[config.mk]
export PLATFORM = sky130hd
export DESIGN_NAME = alarm_ring_ctrl_flat
export DESIGN_NICKNAME = d
export VERILOG_FILES = /design/src/rtl/alarm_ring_ctrl_if.sv /design/src/rtl/alarm_ring_ctrl.sv /design/src/flat_wrapper.sv
export SDC_FILE = /design/constraint.sdc
export NUM_CORES = 1
export LEC_CHECK = 0
export CORE_MARGIN = 2
export CORE_UTILIZATION = 46
export CTS_CLUSTER_DIAMETER = 150
export CTS_CLUSTER_SIZE = 40
export DETAILED_ROUTE_END_ITERATION = 10
export GPL_TIMING_DRIVEN = 1
export PLACE_DENSITY = 0.74
export SLEW_MARGIN = 15
export SYNTH_ARGS = -nofsm -noshare
export SYNTH_HDL_FRONTEND = slang
export SYNTH_SLANG_ARGS = --single-unit
export TNS_END_PERCENT = 30
[constraint.sdc]
create_clock -name clk10hz -period 1.8 [get_ports clk10hz]
set_input_delay 0.27 -clock clk10hz [delete_from_list [all_inputs] [get_ports clk10hz]]
set_output_delay 0.27 -clock clk10hz [all_outputs]
set_load 0.01 [all_outputs]
[src/rtl/alarm_ring_ctrl_if.sv]
// Alarm path bundle: clock/alarm BCD digits and buttons in, ring status and
// current ring target out.
interface alarm_ring_ctrl_if;
    logic [3:0] timeHourTens, timeHourMu, timeMinTens, timeMinMu;
    logic [3:0] alarmHourTens, alarmHourMu, alarmMinTens, alarmMinMu;
    logic       alarmOn, setActive, snoozeBtn, stopBtn;
    logic       ringing, snoozing, buzzer;
    logic [1:0] snoozeCount;
    logic [3:0] tgtHourTens, tgtHourMu, tgtMinTens, tgtMinMu;

    modport master (
        output timeHourTens, timeHourMu, timeMinTens, timeMinMu,
        output alarmHourTens, alarmHourMu, alarmMinTens, alarmMinMu,
        output alarmOn, setActive, snoozeBtn, stopBtn,
        input  ringing, snoozing, buzzer, snoozeCount,
        input  tgtHourTens, tgtHourMu, tgtMinTens, tgtMinMu
    );

    modport slave (
        input  timeHourTens, timeHourMu, timeMinTens, timeMinMu,
        input  alarmHourTens, alarmHourMu, alarmMinTens, alarmMinMu,
        input  alarmOn, setActive, snoozeBtn, stopBtn,
        output ringing, snoozing, buzzer, snoozeCount,
        output tgtHourTens, tgtHourMu, tgtMinTens, tgtMinMu
    );
endinterface

[src/rtl/alarm_ring_ctrl.sv]
// Alarm sequencer: triggers on time==alarm, drives a 5 Hz buzzer, handles
// snooze retargeting in BCD and a lockout that blocks same-minute retrigger.
module alarm_ring_ctrl #(
    parameter int SNOOZE_MIN = 5,
    parameter int RING_TICKS = 600,
    parameter int MAX_SNOOZE = 3
) (
    input  logic              clk10hz,
    input  logic              nReset,
    alarm_ring_ctrl_if.slave  bus
);
    localparam logic [9:0] RING_LAST  = 10'(RING_TICKS - 1);
    localparam logic [1:0] SNOOZE_MAX = 2'(MAX_SNOOZE);
    localparam logic [4:0] SNOOZE_ADD = 5'(SNOOZE_MIN);

    typedef enum logic [1:0] {IDLE, RINGING, SNOOZE, LOCKOUT} stateT;

    stateT       state, nextState;
    logic [9:0]  ringCnt, nextRingCnt;
    logic        beepPhase, nextBeep;
    logic [1:0]  snoozeCnt, nextSnoozeCnt;
    logic [15:0] tgt, nextTgt;
    logic        snoozePrev, stopPrev;
    logic [15:0] timeNow, alarmSet, snoozeTgt;
    logic        match, smatch, snoozeEdge, stopEdge;

    // Digit vectors are {hourTens, hourMu, minTens, minMu}
    assign timeNow  = {bus.timeHourTens, bus.timeHourMu, bus.timeMinTens, bus.timeMinMu};
    assign alarmSet = {bus.alarmHourTens, bus.alarmHourMu, bus.alarmMinTens, bus.alarmMinMu};
    assign match      = (timeNow == alarmSet);
    assign smatch     = (timeNow == tgt);
    assign snoozeEdge = bus.snoozeBtn & ~snoozePrev;
    assign stopEdge   = bus.stopBtn & ~stopPrev;

    logic [4:0] muSum;
    logic [3:0] newMinMu, newMinTens, newHourTens, newHourMu;
    logic       tensCarry, hourCarry;

    // Snooze target = now + SNOOZE_MIN, digit by digit so no binary time is needed
    always_comb begin
        muSum       = {1'b0, bus.timeMinMu} + SNOOZE_ADD;
        tensCarry   = (muSum >= 5'd10);
        newMinMu    = tensCarry ? 4'(muSum - 5'd10) : muSum[3:0];
        newMinTens  = bus.timeMinTens + {3'b000, tensCarry};
        hourCarry   = 1'b0;
        newHourTens = bus.timeHourTens;
        newHourMu   = bus.timeHourMu;
        if (newMinTens == 4'd6) begin
            newMinTens = 4'd0;
            hourCarry  = 1'b1;
        end
        if (hourCarry) begin
            if (bus.timeHourTens == 4'd2 && bus.timeHourMu == 4'd3) begin
                newHourTens = 4'd0;
                newHourMu   = 4'd0;
            end else if (bus.timeHourMu == 4'd9) begin
                newHourTens = bus.timeHourTens + 4'd1;
                newHourMu   = 4'd0;
            end else begin
                newHourMu   = bus.timeHourMu + 4'd1;
            end
        end
        snoozeTgt = {newHourTens, newHourMu, newMinTens, newMinMu};
    end

    always_comb begin
        nextState     = state;
        nextRingCnt   = ringCnt;
        nextBeep      = beepPhase;
        nextSnoozeCnt = snoozeCnt;
        nextTgt       = tgt;
        case (state)
            IDLE: begin
                nextTgt = alarmSet;
                if (match && bus.alarmOn && !bus.setActive) begin
                    nextState   = RINGING;
                    nextRingCnt = '0;
                    nextBeep    = 1'b1;
                end
            end
            RINGING: begin
                nextRingCnt = ringCnt + 10'd1;
                nextBeep    = ~beepPhase;
                if (stopEdge || !bus.alarmOn) begin
                    nextState = LOCKOUT;
                end else if (ringCnt == RING_LAST) begin
                    nextState = LOCKOUT;
                end else if (snoozeEdge && snoozeCnt < SNOOZE_MAX) begin
                    nextState     = SNOOZE;
                    nextTgt       = snoozeTgt;
                    nextSnoozeCnt = snoozeCnt + 2'd1;
                end
            end
            SNOOZE: begin
                if (stopEdge || !bus.alarmOn) begin
                    nextState = LOCKOUT;
                end else if (smatch) begin
                    nextState   = RINGING;
                    nextRingCnt = '0;
                    nextBeep    = 1'b1;
                end
            end
            LOCKOUT: begin
                nextTgt = alarmSet;
                if (!match) nextState = IDLE;
            end
            default: nextState = IDLE;
        endcase
        // Every exit to lockout ends the alarm event
        if (nextState == LOCKOUT) nextSnoozeCnt = '0;
    end

    always_ff @(posedge clk10hz or negedge nReset) begin
        if (!nReset) begin
            state      <= IDLE;
            ringCnt    <= '0;
            beepPhase  <= 1'b0;
            snoozeCnt  <= '0;
            tgt        <= '0;
            snoozePrev <= 1'b0;
            stopPrev   <= 1'b0;
        end else begin
            state      <= nextState;
            ringCnt    <= nextRingCnt;
            beepPhase  <= nextBeep;
            snoozeCnt  <= nextSnoozeCnt;
            tgt        <= nextTgt;
            snoozePrev <= bus.snoozeBtn;
            stopPrev   <= bus.stopBtn;
        end
    end

    assign bus.ringing     = (state == RINGING);
    assign bus.snoozing    = (state == SNOOZE);
    assign bus.buzzer      = (state == RINGING) & beepPhase;
    assign bus.snoozeCount = snoozeCnt;
    assign {bus.tgtHourTens, bus.tgtHourMu, bus.tgtMinTens, bus.tgtMinMu} = tgt;
endmodule

[src/flat_wrapper.sv]
// flat-port wrapper written by rule: the top's interface ports become plain ports
module alarm_ring_ctrl_flat 
#(
    parameter int SNOOZE_MIN = 5,
    parameter int RING_TICKS = 600,
    parameter int MAX_SNOOZE = 3
)
  (clk10hz, nReset, bus_timeHourTens, bus_timeHourMu, bus_timeMinTens, bus_timeMinMu, bus_alarmHourTens, bus_alarmHourMu, bus_alarmMinTens, bus_alarmMinMu, bus_alarmOn, bus_setActive, bus_snoozeBtn, bus_stopBtn, bus_ringing, bus_snoozing, bus_buzzer, bus_snoozeCount, bus_tgtHourTens, bus_tgtHourMu, bus_tgtMinTens, bus_tgtMinMu);
  alarm_ring_ctrl_if bus_i ();
  input  logic clk10hz;
  input  logic nReset;
  input wire logic [$bits(bus_i.timeHourTens)-1:0] bus_timeHourTens;
  input wire logic [$bits(bus_i.timeHourMu)-1:0] bus_timeHourMu;
  input wire logic [$bits(bus_i.timeMinTens)-1:0] bus_timeMinTens;
  input wire logic [$bits(bus_i.timeMinMu)-1:0] bus_timeMinMu;
  input wire logic [$bits(bus_i.alarmHourTens)-1:0] bus_alarmHourTens;
  input wire logic [$bits(bus_i.alarmHourMu)-1:0] bus_alarmHourMu;
  input wire logic [$bits(bus_i.alarmMinTens)-1:0] bus_alarmMinTens;
  input wire logic [$bits(bus_i.alarmMinMu)-1:0] bus_alarmMinMu;
  input wire logic [$bits(bus_i.alarmOn)-1:0] bus_alarmOn;
  input wire logic [$bits(bus_i.setActive)-1:0] bus_setActive;
  input wire logic [$bits(bus_i.snoozeBtn)-1:0] bus_snoozeBtn;
  input wire logic [$bits(bus_i.stopBtn)-1:0] bus_stopBtn;
  output wire logic [$bits(bus_i.ringing)-1:0] bus_ringing;
  output wire logic [$bits(bus_i.snoozing)-1:0] bus_snoozing;
  output wire logic [$bits(bus_i.buzzer)-1:0] bus_buzzer;
  output wire logic [$bits(bus_i.snoozeCount)-1:0] bus_snoozeCount;
  output wire logic [$bits(bus_i.tgtHourTens)-1:0] bus_tgtHourTens;
  output wire logic [$bits(bus_i.tgtHourMu)-1:0] bus_tgtHourMu;
  output wire logic [$bits(bus_i.tgtMinTens)-1:0] bus_tgtMinTens;
  output wire logic [$bits(bus_i.tgtMinMu)-1:0] bus_tgtMinMu;
  assign bus_i.timeHourTens = bus_timeHourTens;
  assign bus_i.timeHourMu = bus_timeHourMu;
  assign bus_i.timeMinTens = bus_timeMinTens;
  assign bus_i.timeMinMu = bus_timeMinMu;
  assign bus_i.alarmHourTens = bus_alarmHourTens;
  assign bus_i.alarmHourMu = bus_alarmHourMu;
  assign bus_i.alarmMinTens = bus_alarmMinTens;
  assign bus_i.alarmMinMu = bus_alarmMinMu;
  assign bus_i.alarmOn = bus_alarmOn;
  assign bus_i.setActive = bus_setActive;
  assign bus_i.snoozeBtn = bus_snoozeBtn;
  assign bus_i.stopBtn = bus_stopBtn;
  assign bus_ringing = bus_i.ringing;
  assign bus_snoozing = bus_i.snoozing;
  assign bus_buzzer = bus_i.buzzer;
  assign bus_snoozeCount = bus_i.snoozeCount;
  assign bus_tgtHourTens = bus_i.tgtHourTens;
  assign bus_tgtHourMu = bus_i.tgtHourMu;
  assign bus_tgtMinTens = bus_i.tgtMinTens;
  assign bus_tgtMinMu = bus_i.tgtMinMu;
  alarm_ring_ctrl #(.SNOOZE_MIN(SNOOZE_MIN), .RING_TICKS(RING_TICKS), .MAX_SNOOZE(MAX_SNOOZE)) u_core (.clk10hz(clk10hz), .nReset(nReset), .bus(bus_i));
endmodule
# Word-level counts from Yosys, hierarchy flattened
# Index checks and enable logic that the tools add are counted.
# word_totals
register_bits	33
latch_bits	0
ramBits	0
mem_bits_ro	0
inputBits	38
out_inout_bits	21
word_cells	91
memories	0
# classes
add_sub_neg	7
multipliers	0
div_mod_pow	0
order_cmp	2
n_eq_ne	19
n_shift	0
mux	34
n_bitwise	6
reduce_logical	16
# op_table
operator	n
16-bit two-way mux	3
16-bit == test	2
4-bit two-way mux	8
16-bit one-hot mux with 2 select lines	1
10-bit two-way mux	3
10-bit one-hot mux with 3 select lines	1
2-bit two-way mux	12
4-bit AND reduction	3
10-bit by 1-bit adder with 10-bit output (second input constant)	1
10-bit == test (second input constant)	1
2-bit != test (second input constant)	5
4-bit by 1-bit adder with 4-bit output (second input constant)	2
4-bit by 2-bit == test with 1-bit output (second input constant)	2
2-bit one-hot mux with 4 select lines	1
2-bit == test (second input constant)	3
2-bit by 1-bit != test with 1-bit output (second input constant)	3
2-bit nonzero test	3
4-bit by 3-bit adder with 5-bit output (second input constant)	1
5-bit by 4-bit greater-or-equal comparator with 1-bit output (second input constant)	1
4-bit by 1-bit adder with 4-bit output	1
4-bit by 3-bit == test with 1-bit output (second input constant)	1
4-bit == test (second input constant)	1
1-bit logical AND	4
1-bit two-way mux	4
12 further kinds	17

# Longest topological paths before layout
# Gate-level depths: netlist (run 1).
# logic_depth
depth_word	10
depth_mapped	13
ltp_nobuf	13

# Least setup slack after synthesis (run 1)
# OpenSTA, ideal clock, no wires.
# synth_timing
path_type	input-to-reg
startpoint	input port bus_timeMinMu[0]
endpoint	register u_core.tgt[9]
setup_ps	66
arrival_time_ps	2849
required_ps	1734
slack_ps	-1115
path_stages	13
path_buffers	0
cell_sequence	ha_1 > xor2_1 > ha_1 > a21boi_0 > o21ai_1 > ha_1 > ha_1 > nor2b_1 > and2_1 > nand2_1 > or4b_1 > a31oi_1 > mux2_1
# synth_via
elab_chain_len	10
# synth_lines
element	line_no	source
start, declared	flat_wrapper.sv:15	input wire logic [$bits(bus_i.timeMinMu)-1:0] bus_timeMinMu;
4-bit by 3-bit adder with 5-bit output	alarm_ring_ctrl.sv:41	muSum = {1'b0, bus.timeMinMu} + SNOOZE_ADD;
5-bit by 4-bit greater-or-equal comparator with 1-bit output	alarm_ring_ctrl.sv:42	tensCarry = (muSum >= 5'd10);
4-bit by 1-bit adder with 4-bit output	alarm_ring_ctrl.sv:44	newMinTens = bus.timeMinTens + {3'b000, tensCarry};
4-bit by 3-bit == test with 1-bit output	alarm_ring_ctrl.sv:48	if (newMinTens == 4'd6) begin
1-bit two-way mux	alarm_ring_ctrl.sv:48	
4-bit two-way mux	alarm_ring_ctrl.sv:52	if (hourCarry) begin
16-bit two-way mux	alarm_ring_ctrl.sv:88	end else if (snoozeEdge && snoozeCnt < SNOOZE_MAX) begin
16-bit two-way mux	alarm_ring_ctrl.sv:86	end else if (ringCnt == RING_LAST) begin
16-bit two-way mux	alarm_ring_ctrl.sv:84	if (stopEdge || !bus.alarmOn) begin
16-bit one-hot mux with 2 select lines	alarm_ring_ctrl.sv:72	case (state)
end signal, assigned	alarm_ring_ctrl.sv:127	tgt <= nextTgt;
end, declared	alarm_ring_ctrl.sv:22	logic [15:0] tgt, nextTgt;
# Every way passes these cells. The select of a mux whose other input is x is not followed.
# A chain may end at the register's enable or synchronous reset.

# Worst setup path in the final report (run 1)
# Ends and elaborated chain as after synthesis.

==> results of run 1 <==
[routing by layer]
layer,part of all wire [%],wire (um)
met2,51,4920
met3,5.0,483
met1,40,3870
met5,0,0
met4,3.1,295
[final cells by class]
type                            instances  area share [%]
Clock inverter                          1           0.664
Tap cell                               72            1.99
Multi-Input combinational cell        215            45.5
Clock buffer                            7            1.91
Timing Repair Buffer                  150            29.8
Inverter                               22            1.83
Sequential cell                        33            18.3
[synthesized netlist by cell type (3+ instances only)]
master,number
o221ai_1,7
dfrtp_1,33
nand2_1,10
nor2b_1,5
nor3_1,5
clkbuf_1,7
o21a_1,9
o2bb2ai_1,5
ha_1,16
a2111oi_0,6
nand3_1,8
o41a_1,3
mux2_2,5
nor2_1,18
inv_1,22
a31oi_1,3
xor2_1,9
a21oi_1,16
buf_6,5
o31ai_1,3
xnor2_1,35
nand4_1,12
mux2i_1,5
[worst max-delay path: cells and delay by family]
family          cells  cell delay [ns]
simple gates        3             0.71
fa+ha+maj           4             0.77
mux                 1             0.17
compound gates      3             0.53
buf+inv             1             0.11
xor+xnor            2             0.33
[through the flow]
stage                     std cells  TNS (ns)  util (%)
after floorplan                 283     -9.21         -
after global placement          484    -32.06      72.1
after detailed placement        484    -34.29      72.1
after CTS                       498    -12.60      78.9
after global routing            500    -16.84      81.1
final                           500    -15.12      81.1
[sequential cells by signal, indices dropped and copies added (netlist names)]
signal,count
u_core.stopPrev,1
u_core.tgt,16
u_core.state,2
u_core.bus.snoozeCount,2
u_core.ringCnt,10
u_core.snoozePrev,1
u_core.beepPhase,1
[power breakdown]
group | switching (uW) | leakage (uW) | internal (uW) | total (uW)
sequential | 219 | 0.000404 | 1020 | 1240
combinational | 2130 | 0.00155 | 2510 | 4640
clock | 299 | 0.0000585 | 452 | 750
[worst max-delay path by stage]
stage / startpoint / endpoint / slack [ns]
2_1_floorplan: bus_timeMinMu[0] / u_core.tgt[9] / -0.98
3_3_place_gp: bus_timeMinMu[1] / u_core.tgt[9] / -1.53
3_5_place_dp: bus_timeMinMu[0] / u_core.tgt[9] / -1.66
4_1_cts: bus_timeMinMu[0] / u_core.tgt[9] / -0.76
5_1_grt: bus_timeMinMu[0] / u_core.tgt[9] / -0.91
6_report: bus_timeMinMu[0] / u_core.tgt[9] / -0.86
[logic make-up (layout without fill, tap and decap cells)]
family | after synthesis | after routing
buffers and inverters | 35 | 180
muxes | 12 | 12
DFF | 33 | 33
and+or+nand+nor | 74 | 74
xor gates and xnor gates | 46 | 46
adders and majority gates | 16 | 16
AOI/OAI and AO/OA | 67 | 67
[timing repair]
action / 4_1_cts / 5_1_grt
endpoints found under the hold margin: 0 / 0
setup buffers: 8 / 3
resized for setup: 63 / 23
setup endpoints to repair: 34 / 32
pin swaps: 22 / 11
gates cloned: 0 / 0
==> flow_summary.json, run 1 <==
{
  "cp_cell_sequence": "buf_12 -> ha_4 -> xor2_4 -> ha_2 -> a21boi_2 -> o21ai_2 -> ha_2 -> ha_4 -> xor2_4 -> and2_4 -> nand2_4 -> or4b_1 -> a31oi_1 -> mux2_4",
  "wl_per_cell_um": 19.1,
  "p_leak_uw": 0.00201,
  "dp_slack_ns": -1.66,
  "post-route-period-util_pct": 148,
  "num_rows": 27,
  "multi_input_area_um2": 2060,
  "synth_compound_area_share_pct": 18.7,
  "syn_area_um2": 2680,
  "use_met3_pct": 6.07,
  "clockBufferDepth": 2,
  "ys_ff_latch": 33,
  "fmax_mhz": 376,
  "cts_root_buf": "clkbuf_8",
  "core_region_area_um2": 5570,
  "insertedDiodeCount": 0,
  "grt_use_met2_pct": 53.4,
  "fin_crit_ns": 2.66,
  "crit_path_max_incr_delay_ns": 0.47,
  "drt_iter0_drc": 226,
  "netlist.area_leader.share_pct": 30.8,
  "synth_adder_area_share_pct": 7.47,
  "grt-ovfl-total": 0,
  "track_usage_pct": 29.7,
  "drv_cap": 0,
  "synth.distinct_cells": 52,
  "setup_violations": 31,
  "grt_pass1_vias": 2964,
  "endpoint_kind": "flop",
  "arrival_ns": 2.90,
  "cts_hold_buf": 0,
  "ff2ff_path_depth": 7,
  "hold_class": "input pin to asynchronous set/reset pin",
  "cts_sinks": 33,
  "synth-async-reset-ratio_pct": 100,
  "rr_startpoint": "u_core.tgt[0]",
  "final_layout_size_suffix_gt1_share_pct": 36.9,
  "syn_avg_cell_area_um2": 9.47,
  "peakVddDrop_v": 0.00101,
  "synth-edff-count": 0,
  "crit_type": "input pin to flop",
  "crit_required_ns": 2.04,
  "ys.flop_type": "dfrtp_1",
  "design.die.area_um2": 6450,
  "synth_nets": 337,
  "layout_common_cells": "buf_4, clkdlybuf4s50_1, dfrtp_1, xnor2_1, inv_1",
  "cts_buffers": 5,
  "synth_top_family_by_area": "compound AO/OA/AOI/OAI gates",
  "finalInstanceArea_um2": 4520,
  "relSlewSlack_pct": 57.7,
  "first_pass_iters": 5,
  "rsz0062_at_grt": "true",
  "finClkSkew_ns": 0.00580,
  "synth.area.top_cells": "dfrtp_1, xnor2_1, ha_1",
  "grt_pass1_wl_um": 14500,
  "place_hpwl_um": 5850,
  "fin_nets": 481,
  "yosysTopAreaCell": "dfrtp_1",
  "die_h_um": 80.3,
  "cts.clk_slew.worst_paths_ns": 0.07,
  "place_area_um2": 4020,
  "synth-simple-area-share_pct": 16.1,
  "finalPower_uw": 6630,
  "fillers": 329,
  "status": "complete, but fails checks",
  "seq_area_frac_synth_pct": 30.8,
  "synthXorXnorAreaFrac_pct": 15.6,
  "final_common_cell": "buf_4",
  "gp_congestion": 0.907,
  "antenna_found_initial": 0,
  "wirelength_um": 9570,
  "portBuffers": 58,
  "use_met1_pct": 34.2,
  "ant_nets": 0,
  "failed_checks": "negative setup slack",
  "crit_path_top_delay_cell": "or4b_1",
  "clock_latency_ns": 0.30,
  "grt.busiest_layer": "met2",
  "initial_utilization_pct": 48.1,
  "path_max_fanout": 3,
  "drv_slew": 0,
  "reg2reg_to": "u_core.ringCnt[2]",
  "hold_slack_ns": 0.399,
  "fin_ws_ns": -0.859,
  "worst_pin_slew_ns": 0.634,
  "synth_cells": 283,
  "seq_area_um2": 827,
  "syn_to_final_growth_pct": 68.6,
  "cts_max_level": 2,
  "grt_max_degree": 34,
  "power_density_nw_per_um2": 1470,
  "synthMuxAreaShare_pct": 4.95,
  "num_io_pins": 59,
  "ys_warn_count": 0,
  "drc": 0,
  "critPathLaunchType": "input pin",
  "vias_per_cell": 5.80,
  "hold_viol_final": 0,
  "r2r_slack_ns": -0.48,
  "die_width_um": 80.3,
  "cts_tree": "built",
  "vias": 2902
}
Note: power is estimated with default switching activity, not from simulation.
==> inputs of run 2 (changes only) <==
- CORE_UTILIZATION: 46 -> 40
- PLACE_DENSITY: 0.74 -> 0.65
- clock period: 1.8 -> 2.2 ns (I/O delays scaled with it)
==> flow_summary.json, run 2 (same netlist as run 1, synthesis figures left out) <==
{
  "initial_utilization_pct": 41.7,
  "portBuffers": 58,
  "vias": 2633,
  "finalInstanceArea_um2": 4210,
  "wirelength_um": 7580,
  "pwr-share-seq_pct": 20.2,
  "first_pass_iters": 6,
  "cts.clk_slew.worst_paths_ns": 0.08,
  "largest_reg_flops": 16,
  "crit_type": "input pin to flop",
  "cts_buffers": 5,
  "core_region_area_um2": 6420,
  "final_layout_size_suffix_gt1_share_pct": 32.2,
  "internal_power_uw": 3000,
  "syn_to_final_growth_pct": 57.2,
  "cts_sinks": 33,
  "rr_startpoint": "u_core.tgt[13]",
  "crit_required_ns": 2.44,
  "drc": 0,
  "rsz0062_at_grt": "true",
  "drt_iter0_drc": 85,
  "endpoint_kind": "flop",
  "post-route-period-util_pct": 120,
  "num_rows": 29,
  "fmax_mhz": 380,
  "grt_max_degree": 34,
  "clock_latency_ns": 0.29,
  "switching_share_pct": 39.2,
  "reg2reg_to": "u_core.ringCnt[2]",
  "final_common_cell": "buf_4",
  "fin_nets": 460,
  "die_h_um": 85.9,
  "grt_pass1_wl_um": 12800,
  "post-route-util_pct": 65.6,
  "fin_crit_ns": 2.63,
  "grt_pass1_vias": 2713,
  "largest_register": "u_core.tgt",
  "peakVddDrop_v": 0.000815,
  "finClkSkew_ns": 0.00738,
  "place_area_um2": 3890,
  "drv_cap": 0,
  "cts_tree": "built",
  "ant_nets": 0,
  "failed_checks": "negative setup slack",
  "grt-ovfl-total": 0,
  "power_frac_comb_pct": 67.2,
  "arrival_ns": 2.87,
  "ff2ff_path_depth": 8,
  "cts_max_level": 2,
  "power_density_nw_per_um2": 1170,
  "place_hpwl_um": 5700,
  "design.die.area_um2": 7370,
  "worst_pin_slew_ns": 0.592,
  "clkPwrFrac_pct": 12.5,
  "setup_violations": 20,
  "antenna_found_initial": 0,
  "status": "complete, but fails checks",
  "switchingPower_uw": 1940,
  "p_leak_uw": 0.00181,
  "relSlewSlack_pct": 60.5,
  "drv_slew": 0,
  "hold_viol_final": 0,
  "critPathLaunchType": "input pin",
  "hold_class": "input pin to asynchronous set/reset pin",
  "layout_common_cells": "buf_4, clkdlybuf4s50_1, dfrtp_1, xnor2_1, inv_1",
  "fin_ws_ns": -0.433,
  "path_max_fanout": 3,
  "gp_congestion": 0.867,
  "wl_per_cell_um": 15.7,
  "r2r_slack_ns": 0.01,
  "insertedDiodeCount": 0,
  "num_io_pins": 59,
  "largestRegisters": "u_core.tgt (16), u_core.ringCnt (10)",
  "clockBufferDepth": 2,
  "cts_root_buf": "clkbuf_8",
  "vias_per_cell": 5.44,
  "die_width_um": 85.9,
  "track_usage_pct": 21.9
}
run 2: cell types whose count changed in the layout (fill, tap and decap cells not counted), moves of 3 or more:
cell / before / now
mux2_2: 2 / 5
buf_4: 81 / 66
dlymetal6s2s_1: 5 / 1
buf_6: 9 / 5
xor2_2: 0 / 3
mux2_4: 5 / 2
xor2_4: 3 / 0
dlygate4sd2_1: 6 / 9
run 2: worst max-delay path, stage by stage:
cell and delay [ns]:
buf_6 0.11, ha_4 0.16, xor2_2 0.18, ha_2 0.20, a21boi_2 0.16, o21ai_2 0.08
ha_2 0.21, ha_4 0.27, nor2b_4 0.14, and2_4 0.16, nand2_4 0.04, or4b_1 0.48
a31oi_1 0.19, mux2_4 0.16
run 2: power groups by stage:
| stage | Combinational [uW] | Sequential [uW] | Clock, uW |
|---|---|---|---|
| 2_1_floorplan | 1630 | 1080 | 0 |
| 3_3_place_gp | 3050 | 995 | 0 |
| 3_5_place_dp | 3080 | 998 | 0 |
| 4_1_cts | 3220 | 992 | 633 |
| 5_1_grt | 3590 | 1020 | 653 |
| 6_report | 3320 | 999 | 619 |
run 2: what timing repair did:
item	4_1_cts	5_1_grt
hold buffers	0	0
buffers inserted	5	0
setup endpoints to repair	28	27
pin swaps	25	5
resized for setup	41	18
run 2: area by class of cell:
type	instances	area [um2]
Fill cell	510	2210
Multi-Input combinational cell	215	1950
Timing Repair Buffer	129	1140
Sequential cell	33	826
Tap cell	77	96.3
Clock buffer	7	86.3
Inverter	22	82.6
Clock inverter	1	30.0
run 2: worst max-delay path by stage:
stage / slack, ns / to / startpoint / depth (start not counted)
2_1_floorplan: -0.64 / u_core.tgt[9] / bus_timeMinMu[0] / 13
3_3_place_gp: -1.16 / u_core.tgt[9] / bus_timeMinMu[1] / 14
3_5_place_dp: -1.24 / u_core.tgt[9] / bus_timeMinMu[1] / 14
4_1_cts: -0.40 / u_core.tgt[9] / bus_timeMinMu[1] / 14
5_1_grt: -0.50 / u_core.tgt[9] / bus_timeMinMu[1] / 14
6_report: -0.43 / u_core.tgt[9] / bus_timeMinMu[0] / 14
run 2: metrics by stage:
step                      cells  power (uW)  setup WS (ns)  hold slack [ns]  setup TNS, ns
after floorplan             283        2710         -0.642           0.0344          -3.57
after global placement      473        4050          -1.16            0.461         -19.72
after CTS                   485        4840         -0.400            0.468          -3.04
after detailed placement    473        4080          -1.24            0.481         -21.17
final                       484        4940         -0.433            0.450          -2.95
after global routing        484        5270         -0.499            0.486          -5.27
run 2: per-layer routing:
layer  up-vias  wire, um  part of all wire (%)  GRT usage, %
met3         9       380                   5.0          4.81
met4         0        91                   1.2          6.49
met1      1271      3140                    41          26.5
met2        83      3970                    52          39.0
li1       1270         -                     -             -
met5         -         0                     0             0
==> inputs of run 3 (changes only) <==
- RECOVER_POWER: default -> 100
==> flow_summary.json, run 3 (same netlist as run 1, synthesis figures left out) <==
{
  "status": "complete, but fails checks",
  "failed_checks": "negative setup slack",
  "ant_nets": 0,
  "cts_max_level": 2,
  "first_pass_iters": 6,
  "cts_sinks": 33,
  "grt_pass1_wl_um": 12800,
  "drc": 0,
  "fmax_mhz": 383,
  "wirelength_um": 7510,
  "crit_required_ns": 2.44,
  "place_area_um2": 3890,
  "post-route-period-util_pct": 119,
  "endpoint_kind": "flop",
  "antenna_found_initial": 0,
  "final_layout_size_suffix_gt1_share_pct": 31.9,
  "portBuffers": 58,
  "gp_congestion": 0.867,
  "num_rows": 29,
  "place_hpwl_um": 5700,
  "initial_utilization_pct": 41.7,
  "design.die.area_um2": 7370,
  "core_region_area_um2": 6420,
  "setup_violations": 24,
  "syn_to_final_growth_pct": 56.0,
  "holdPathEnd": "u_core.beepPhase",
  "cp.buffers_inverters": 1,
  "grt-ovfl-total": 0,
  "fin_crit_ns": 2.61,
  "finClkSkew_ns": 0.00753,
  "cts.clk_slew.worst_paths_ns": 0.08,
  "die_width_um": 85.9,
  "path_max_fanout": 4,
  "r2r_slack_ns": -0.03,
  "ff2ff_path_depth": 8,
  "drt_iter0_drc": 76,
  "hold_viol_final": 0,
  "largest_reg_flops": 16,
  "grt_max_degree": 34,
  "crit_cells": 14,
  "fin_nets": 460,
  "arrival_ns": 2.85,
  "final_common_cell": "buf_4",
  "grt_pass1_vias": 2713,
  "wl_per_cell_um": 15.5,
  "hp-start": "u_core.beepPhase",
  "clock_latency_ns": 0.29,
  "fin_ws_ns": -0.412,
  "worst_pin_slew_ns": 0.876,
  "cts_tree": "built",
  "critPathLaunchType": "input pin",
  "rr_startpoint": "u_core.tgt[13]",
  "largest_register": "u_core.tgt",
  "p_leak_uw": 0.00179,
  "hold_depth": 1,
  "largestRegisters": "u_core.tgt (16), u_core.ringCnt (10)",
  "dp_slack_ns": -1.24,
  "cp_cell_sequence": "buf_8 -> ha_4 -> xor2_2 -> ha_2 -> a21boi_2 -> o21ai_2 -> ha_2 -> ha_4 -> nor2b_4 -> and2_4 -> nand2_4 -> or4b_1 -> a31oi_1 -> mux2_4",
  "crit_path_max_incr_delay_ns": 0.47,
  "vias": 2610,
  "layout_common_cells": "buf_4, dfrtp_1, xnor2_1, clkdlybuf4s50_1, inv_1",
  "fillers": 519,
  "relSlewSlack_pct": 41.6,
  "cts_buffers": 5,
  "cts_root_buf": "clkbuf_8",
  "clockBufferDepth": 2,
  "critical_path.top_delay_family": "adder cells",
  "hold_class": "flop to flop",
  "finalInstanceArea_um2": 4180,
  "die_h_um": 85.9,
  "power_density_nw_per_um2": 1150,
  "drv_slew": 0,
  "num_io_pins": 59,
  "crit_path_top_delay_cell": "or4b_1",
  "crit_type": "input pin to flop",
  "vias_per_cell": 5.39,
  "drv_cap": 0,
  "reg2reg_to": "u_core.ringCnt[2]",
  "rsz0062_at_grt": "true",
  "peakVddDrop_v": 0.000784,
  "track_usage_pct": 21.9,
  "insertedDiodeCount": 0
}
[run 3: per-layer routing]
layer  global-route usage [%]  vias up  routed length [um]
met1                     26.5     1260                3100
met4                     6.49        0                  91
met3                     4.81        9                 379
met2                     39.0       69                3940
met5                        0        -                   0
li1                         -     1272                   -
[run 3: worst max-delay path by stage]
stage / startpoint / end
final: bus_timeMinMu[1] / u_core.tgt[9]
after global placement: bus_timeMinMu[1] / u_core.tgt[9]
after CTS: bus_timeMinMu[1] / u_core.tgt[9]
after detailed placement: bus_timeMinMu[1] / u_core.tgt[9]
after floorplan: bus_timeMinMu[0] / u_core.tgt[9]
after global routing: bus_timeMinMu[1] / u_core.tgt[9]
[run 3: worst register-to-register path, cell delays in order, from the launching register on]
cell	delay (ns)
dfrtp_1	0.40
xnor2_1	0.19
nand4_1	0.16
nor4_1	0.36
buf_4	0.19
a31oi_4	0.10
buf_6	0.15
o41a_1	0.39
a31o_1	0.18
[run 3: area by class of cell]
type | count | area (um2) | area share [%]
inverters | 22 | 82.6 | 1.98
flip-flops and latches | 33 | 826 | 19.8
clock buffers | 7 | 86.3 | 2.07
multi-input cells | 215 | 1940 | 46.4
clock inverters | 1 | 30.0 | 0.718
well taps | 77 | 96.3 | 2.30
repair buffers | 129 | 1120 | 26.8
[run 3: stage by stage]
step | utilization [%] | total power, uW | instances | TNS (ns) | hold slack [ns]
finish | 65.1 | 4790 | 484 | -3.99 | 0.471
global route | 65.1 | 5130 | 484 | -6.30 | 0.487
CTS | 64.4 | 4840 | 485 | -3.04 | 0.468
detailed placement | 60.6 | 4080 | 473 | -21.17 | 0.481
global placement | 60.6 | 4050 | 473 | -19.72 | 0.461
floorplan | - | 2710 | 283 | -3.57 | 0.0344
[run 3: repair_timing]
item | CTS | global route
endpoints found under the setup margin | 28 | 27
hold endpoints to repair | 0 | 0
pin swaps | 25 | 5
hold buffers | 0 | 0
buffers inserted | 5 | 0
gates resized for setup | 41 | 18
[run 3: where the power goes]
group          switching [uW]  leakage (uW)  internal, uW
Clock                     249     0.0000585           370
Sequential                168      0.000405           830
Combinational            1480       0.00133          1690
